[src/rtl/adc_avg_bcd_pkg.sv]
// Shared constants for the ADC averaging / millivolt BCD path: FSM state
// encoding, data widths and the double-dabble iteration count.
package adc_avg_bcd_pkg;

    localparam int ADC_BITS   = 12;
    localparam int BCD_DIGITS = 4;
    localparam int CONV_ITERS = 12;

    localparam logic [1:0] ST_IDLE = 2'd0;
    localparam logic [1:0] ST_MUL  = 2'd1;
    localparam logic [1:0] ST_CONV = 2'd2;
    localparam logic [1:0] ST_DONE = 2'd3;

endpackage

[src/rtl/adc_avg_bcd_bin2bcd_seq.sv]
// Sequential double-dabble: loads bin on start, then performs one
// add-3/shift step per cycle for CONV_ITERS cycles.
module bin2bcd_seq
    import adc_avg_bcd_pkg::*;
(
    input  logic                    clk,
    input  logic                    rst,
    input  logic                    start,
    input  logic [ADC_BITS-1:0]     bin,
    output logic                    done,
    output logic [4*BCD_DIGITS-1:0] bcd
);

    localparam int SR_W = 4 * BCD_DIGITS + ADC_BITS;

    logic [SR_W-1:0] shift_reg;
    logic [SR_W-1:0] shift_adj;
    logic [3:0]      iter_reg;
    logic            busy_reg;
    logic            last_iter;

    assign shift_adj[ADC_BITS-1:0] = shift_reg[ADC_BITS-1:0];

    generate
        for (genvar gi = 0; gi < BCD_DIGITS; gi++) begin : g_digit
            logic [3:0] digit;
            assign digit = shift_reg[ADC_BITS + 4*gi +: 4];
            assign shift_adj[ADC_BITS + 4*gi +: 4] = (digit >= 4'd5) ? digit + 4'd3 : digit;
        end
    endgenerate

    // High in the cycle whose closing edge performs the final iteration.
    assign last_iter = busy_reg && (iter_reg == 4'(CONV_ITERS - 1));
    assign done      = last_iter;
    assign bcd       = shift_reg[SR_W-1 -: 4*BCD_DIGITS];

    always_ff @(posedge clk or negedge rst) begin
        if (!rst) begin
            shift_reg <= '0;
            iter_reg  <= '0;
            busy_reg  <= 1'b0;
        end else if (start) begin
            shift_reg <= {{(4*BCD_DIGITS){1'b0}}, bin};
            iter_reg  <= '0;
            busy_reg  <= 1'b1;
        end else if (busy_reg) begin
            shift_reg <= shift_adj << 1;
            iter_reg  <= iter_reg + 4'd1;
            if (last_iter)
                busy_reg <= 1'b0;
        end
    end

endmodule

[src/rtl/adc_avg_bcd.sv]
// Windowed ADC average -> millivolts -> packed BCD, tagged with channel.
// ADC_AVG_ROUND_EN selects round-half-up at both divisions (default: truncate).
module adc_avg_bcd
    import adc_avg_bcd_pkg::*;
#(
    parameter int AVG_LOG2 = 4,
    parameter int VREF_MV  = 3300
) (
    input  logic        clk,
    input  logic        rst,
    input  logic [11:0] adc_data,
    input  logic        adc_busy,
    input  logic [2:0]  addr,
    output logic [15:0] mv_bcd,
    output logic [11:0] mv_bin,
    output logic [2:0]  ch_out,
    output logic        valid
);

    localparam int          ACC_W  = ADC_BITS + AVG_LOG2;
    localparam logic [11:0] VREF_L = VREF_MV[11:0];

`ifdef ADC_AVG_ROUND_EN
    localparam logic [ACC_W:0] AVG_RND = (ACC_W+1)'(1) << (AVG_LOG2 - 1);
    localparam logic [24:0]    MV_RND  = 25'd2048;
`else
    localparam logic [ACC_W:0] AVG_RND = '0;
    localparam logic [24:0]    MV_RND  = '0;
`endif

    logic                busy_d_reg;
    logic [2:0]          addr_q_reg;
    logic [ACC_W-1:0]    acc_reg;
    logic [AVG_LOG2-1:0] count_reg;
    logic [11:0]         avg_reg;
    logic [2:0]          ch_reg;
    logic [1:0]          state_reg;
    logic [11:0]         mv_reg;
    logic [15:0]         mv_bcd_reg;
    logic [11:0]         mv_bin_reg;
    logic [2:0]          ch_out_reg;
    logic                valid_reg;

    logic                capture;
    logic                ch_change;
    logic                window_last;
    logic [ACC_W:0]      sum_full;
    logic [11:0]         avg_next;
    logic [24:0]         product;
    logic [24:0]         mv_scaled;
    logic [11:0]         mv_next;
    logic                conv_done;
    logic [15:0]         conv_bcd;

    assign capture     = busy_d_reg && !adc_busy;
    assign ch_change   = (addr != addr_q_reg);
    assign window_last = capture && !ch_change && (count_reg == '1);

    assign sum_full  = {1'b0, acc_reg} + {{(AVG_LOG2+1){1'b0}}, adc_data} + AVG_RND;
    assign avg_next  = 12'(sum_full >> AVG_LOG2);

    assign product   = {13'd0, avg_reg} * {13'd0, VREF_L} + MV_RND;
    assign mv_scaled = product >> 12;
`ifdef ADC_AVG_ROUND_EN
    assign mv_next   = (mv_scaled > 25'd4095) ? 12'hFFF : 12'(mv_scaled);
`else
    assign mv_next   = 12'(mv_scaled);
`endif

    // Accumulation never stalls; only the avg/channel latch is gated by IDLE.
    always_ff @(posedge clk or negedge rst) begin
        if (!rst) begin
            busy_d_reg <= 1'b0;
            addr_q_reg <= '0;
            acc_reg    <= '0;
            count_reg  <= '0;
            avg_reg    <= '0;
            ch_reg     <= '0;
        end else begin
            busy_d_reg <= adc_busy;
            addr_q_reg <= addr;
            if (ch_change) begin
                acc_reg   <= '0;
                count_reg <= '0;
            end else if (capture) begin
                if (count_reg == '1) begin
                    acc_reg   <= '0;
                    count_reg <= '0;
                    if (state_reg == ST_IDLE) begin
                        avg_reg <= avg_next;
                        ch_reg  <= addr_q_reg;
                    end
                end else begin
                    acc_reg   <= acc_reg + {{AVG_LOG2{1'b0}}, adc_data};
                    count_reg <= count_reg + AVG_LOG2'(1);
                end
            end
        end
    end

    always_ff @(posedge clk or negedge rst) begin
        if (!rst) begin
            state_reg  <= ST_IDLE;
            mv_reg     <= '0;
            mv_bcd_reg <= '0;
            mv_bin_reg <= '0;
            ch_out_reg <= '0;
            valid_reg  <= 1'b0;
        end else begin
            valid_reg <= 1'b0;
            case (state_reg)
                ST_IDLE: if (window_last) state_reg <= ST_MUL;
                ST_MUL: begin
                    mv_reg    <= mv_next;
                    state_reg <= ST_CONV;
                end
                ST_CONV: if (conv_done) state_reg <= ST_DONE;
                ST_DONE: begin
                    mv_bcd_reg <= conv_bcd;
                    mv_bin_reg <= mv_reg;
                    ch_out_reg <= ch_reg;
                    valid_reg  <= 1'b1;
                    state_reg  <= ST_IDLE;
                end
                default: state_reg <= ST_IDLE;
            endcase
        end
    end

    bin2bcd_seq u_bin2bcd (
        .clk   (clk),
        .rst   (rst),
        .start (state_reg == ST_MUL),
        .bin   (mv_next),
        .done  (conv_done),
        .bcd   (conv_bcd)
    );

    assign mv_bcd = mv_bcd_reg;
    assign mv_bin = mv_bin_reg;
    assign ch_out = ch_out_reg;
    assign valid  = valid_reg;

endmodule

[config.mk]
export PLATFORM = sky130hd
export DESIGN_NAME = adc_avg_bcd
export DESIGN_NICKNAME = d
export VERILOG_FILES = /design/src/rtl/adc_avg_bcd_pkg.sv /design/src/rtl/adc_avg_bcd_bin2bcd_seq.sv /design/src/rtl/adc_avg_bcd.sv
export SDC_FILE = /design/constraint.sdc
export NUM_CORES = 1
export LEC_CHECK = 0
export BUFFER_PORTS_ARGS = -buffer_cell sky130_fd_sc_hd__buf_2
export CAP_MARGIN = 20
export CORE_ASPECT_RATIO = 1.25
export CORE_UTILIZATION = 55
export CTS_BUF_LIST = sky130_fd_sc_hd__clkbuf_8
export DETAILED_ROUTE_END_ITERATION = 10
export GPL_TIMING_DRIVEN = 1
export PLACE_DENSITY = 0.7
export SLEW_MARGIN = 20
export SYNTH_ARGS = -nofsm -noshare
export SYNTH_HDL_FRONTEND = slang
export SYNTH_SLANG_ARGS = --single-unit
[constraint.sdc]
create_clock -name clk -period 8.9 [get_ports clk]
set_input_delay 1.78 -clock clk [delete_from_list [all_inputs] [get_ports clk]]
set_output_delay 1.78 -clock clk [all_outputs]
set_load 0.005 [all_outputs]
==> out/metrics.yaml <==
yosys:
  yosysUniqueCellTypes: 49
  yosysWarnings: 0
  yosys-top-cells-area: "dfrtp_1 (38%), ha_1 (16%), fa_1 (7.5%)"
  synth_area_per_cell_sq_um: 10.6
  yosys.area.top_type: "dfrtp_1"
  seq_area_frac_synth: 0.380
  synth.most_common_cell: "dfrtp_1"
  synthArstFlopShare: 1.00
  synth_edf_count: 0
  synth_common_cells: "dfrtp_1 (118), ha_1 (99), inv_1 (59)"
  syn_area_sq_um: 7770
  ys_ff_latch: 118
  synth_fp_nets: 881
  synthFlopType: "dfrtp_1"
  syn_inst: 735
  synth_top_area_share: 0.380
grt:
  grt_pass1_vias: 5727
  grt_pass1_wl_mm: 26.8
  grt_overflow_total: 0
  antenna_found_initial: 0
  track_usage: 0.235
  grt_max_degree: 64
floorplanning:
  pin_count: 50
  start_util: 0.562
  std_cell_rows: 48
  die_x_um: 108
  fp.dieArea_sq_um: 14600
  core_sq_um: 13800
  die_y_um: 135
clocking:
  holdBufCountCts: 0
  postCtsSetupBuffers: 0
  h-tree-depth: 4
  cts.sinks: 118
  tritoncts: "built"
  cts_buffers: 17
  cts-root-buf: "clkbuf_8"
  clk_latency_ns: 0.45
  cts_buffer_depth: 2
  clkTransAtPathRegs_ns: 0.08
  ctsResizeCount: 0
final_layout:
  drive_above_1_share: 0.171
  largest_reg_flops: 28
  final_cell_area_sq_um: 8560
  diodes: 0
  nFillCells: 1125
  fin_nets: 932
  synthToLayoutAreaGrowth_pct: 10.3
  final_core_util: 0.620
timing:
  holdWs_ns: 0.484
  fin_crit_sh: 0.543
  rsz0062_at_grt: "false"
  tns_ns: 0
  fmax_ghz: 0.207
  finalClockSkew_ns: 0.0162
  worst_pin_slew_ns: 0.815
  slew_viol_final: 0
  timing.final.crit_period_ns: 4.83
  finalHoldViolations: 0
  setup_viol: 0
  relSlewSlack: 0.455
run_status:
  outcome: "finished, final reports clean"
detailed_routing:
  drt_iter0_drc: 362
  wl_mm: 15.7
  drtAntennaViolNets: 0
  drc: 0
  first_pass_iters: 4
  avgRoutedWirePerCell_um: 16.2
  vias_per_cell: 5.67
  vias: 5507
critical_path:
  path_cells: "ha_1, xor2_1, ha_1, fa_1, fa_1, inv_1, fa_1, inv_1, ha_1, a21oi_1, o21ai_0, a31oi_1, a21boi_0, o21a_1, o31ai_1"
  reg2reg_depth: 15
  r2r_setup_slack_ns: 4.07
  critPathTopFamily: "adder cells"
  r2r_start: "avg_reg[2]"
  crit_type: "flop to flop"
  arrival_ns: 5.17
  cp-end-kind: "flop"
  reg2reg_to: "u_bin2bcd.shift_reg[5]"
  startpoint_type: "flop"
  crit_path_top_delay_cell: "fa_1"
  cp_max_fo: 5
  crit_buf_inv: 2
  required_ns: 9.24
  max_stage_delay_ns: 0.54
min_path:
  min_to: "mv_reg[3]"
  hold_path_class: "flop to flop"
  hp-start: "mv_reg[3]"
  hold_depth: 2
power_and_ir_drop:
  p_leak_nw: 4.63
  p_per_area_nw_per_um2: 122
  total_power_mw: 1.05
  max-vdd-ir-drop_mv: 0.105
place:
  place_congestion: 0.843
  portBuffers: 49
  placed_area_sq_um: 8190
  detailed_place_hpwl_mm: 11.8
flow_run:
  maxCapViolations: 0
-- layout make-up --
cell class	count	area (sq um)	share of cell area
multi-input combinational	536	4510	0.527
tap	175	219	0.0256
clock inverter	7	72.6	0.00847
clock buffer	22	303	0.0354
inverter	59	221	0.0259
sequential	118	2950	0.345
timing repair buffer	54	285	0.0333
-- placed cells by master (no fill, tap or decap), drive strengths merged, types with 5 or more instances in the layout --
cell	instances
dfrtp	118
ha	99
inv	59
buf	54
nand2	53
a21oi	48
mux2	44
o21ai	42
nor2	40
fa	29
xnor2	25
clkbuf	22
xor2	13
a211oi	12
nand3	12
mux2i	11
a22o	10
nor3	9
a21o	8
a31oi	8
nor2b	8
nand4	6
nand2b	5
and3	5
a211o	5
o31ai	5
o211ai	5
-- report_power, final --
part	switching, mW	total (mW)	internal [mW]
combinational	0.0283	0.0420	0.0136
clock	0.213	0.466	0.253
sequential	0.00172	0.540	0.538
total	0.243	1.05	0.805
-- per-stage QoR --
stage,std cells,setup WS (ns)
floorplan,735,4.51
detailed placement,942,4.08
global placement,942,4.26
global route,971,3.73
CTS,971,4.06
finish,971,4.07
-- layer usage --
metal | wire length [um] | GRT usage | part of all wire | vias up
met1 | 6810 | 0.278 | 0.43 | 2708
met4 | 245 | 0.0803 | 0.016 | 0
met3 | 505 | 0.0541 | 0.032 | 19
met2 | 8150 | 0.417 | 0.52 | 106
met5 | 0 | 0 | 0 | -
li1 | - | - | - | 2674
-- worst max path at each step --
stage / from / depth (start not counted) / endpoint / slack (ns)
2_1_floorplan: avg_reg[2] / 15 / mv_reg[5] / 4.51
3_3_place_gp: avg_reg[2] / 15 / u_bin2bcd.shift_reg[5] / 4.26
3_5_place_dp: avg_reg[2] / 15 / u_bin2bcd.shift_reg[5] / 4.08
4_1_cts: avg_reg[2] / 15 / u_bin2bcd.shift_reg[5] / 4.06
5_1_grt: avg_reg[2] / 15 / mv_reg[5] / 3.73
6_report: avg_reg[2] / 15 / u_bin2bcd.shift_reg[5] / 4.07
-- cells by family after synthesis --
family	Yosys count	synth area share
compound gates	162	0.131
simple gates	153	0.0917
fa+ha+maj	128	0.234
flops	118	0.380
buf+inv	81	0.0395
mux	55	0.0780
xor+xnor	38	0.0458
-- worst reg2reg max path: cells and delay by family, from the launching register on --
| family | cells | cell delay (ns) |
|---|---|---|
| buffers and inverters | 2 | 0.10 |
| adder cells (fa/ha/maj) | 6 | 2.59 |
| flip-flops | 1 | 0.45 |
| AO/OA/AOI/OAI | 6 | 1.39 |
| XOR/XNOR | 1 | 0.19 |
No activity file was read; power rests on OpenSTA's default activity.
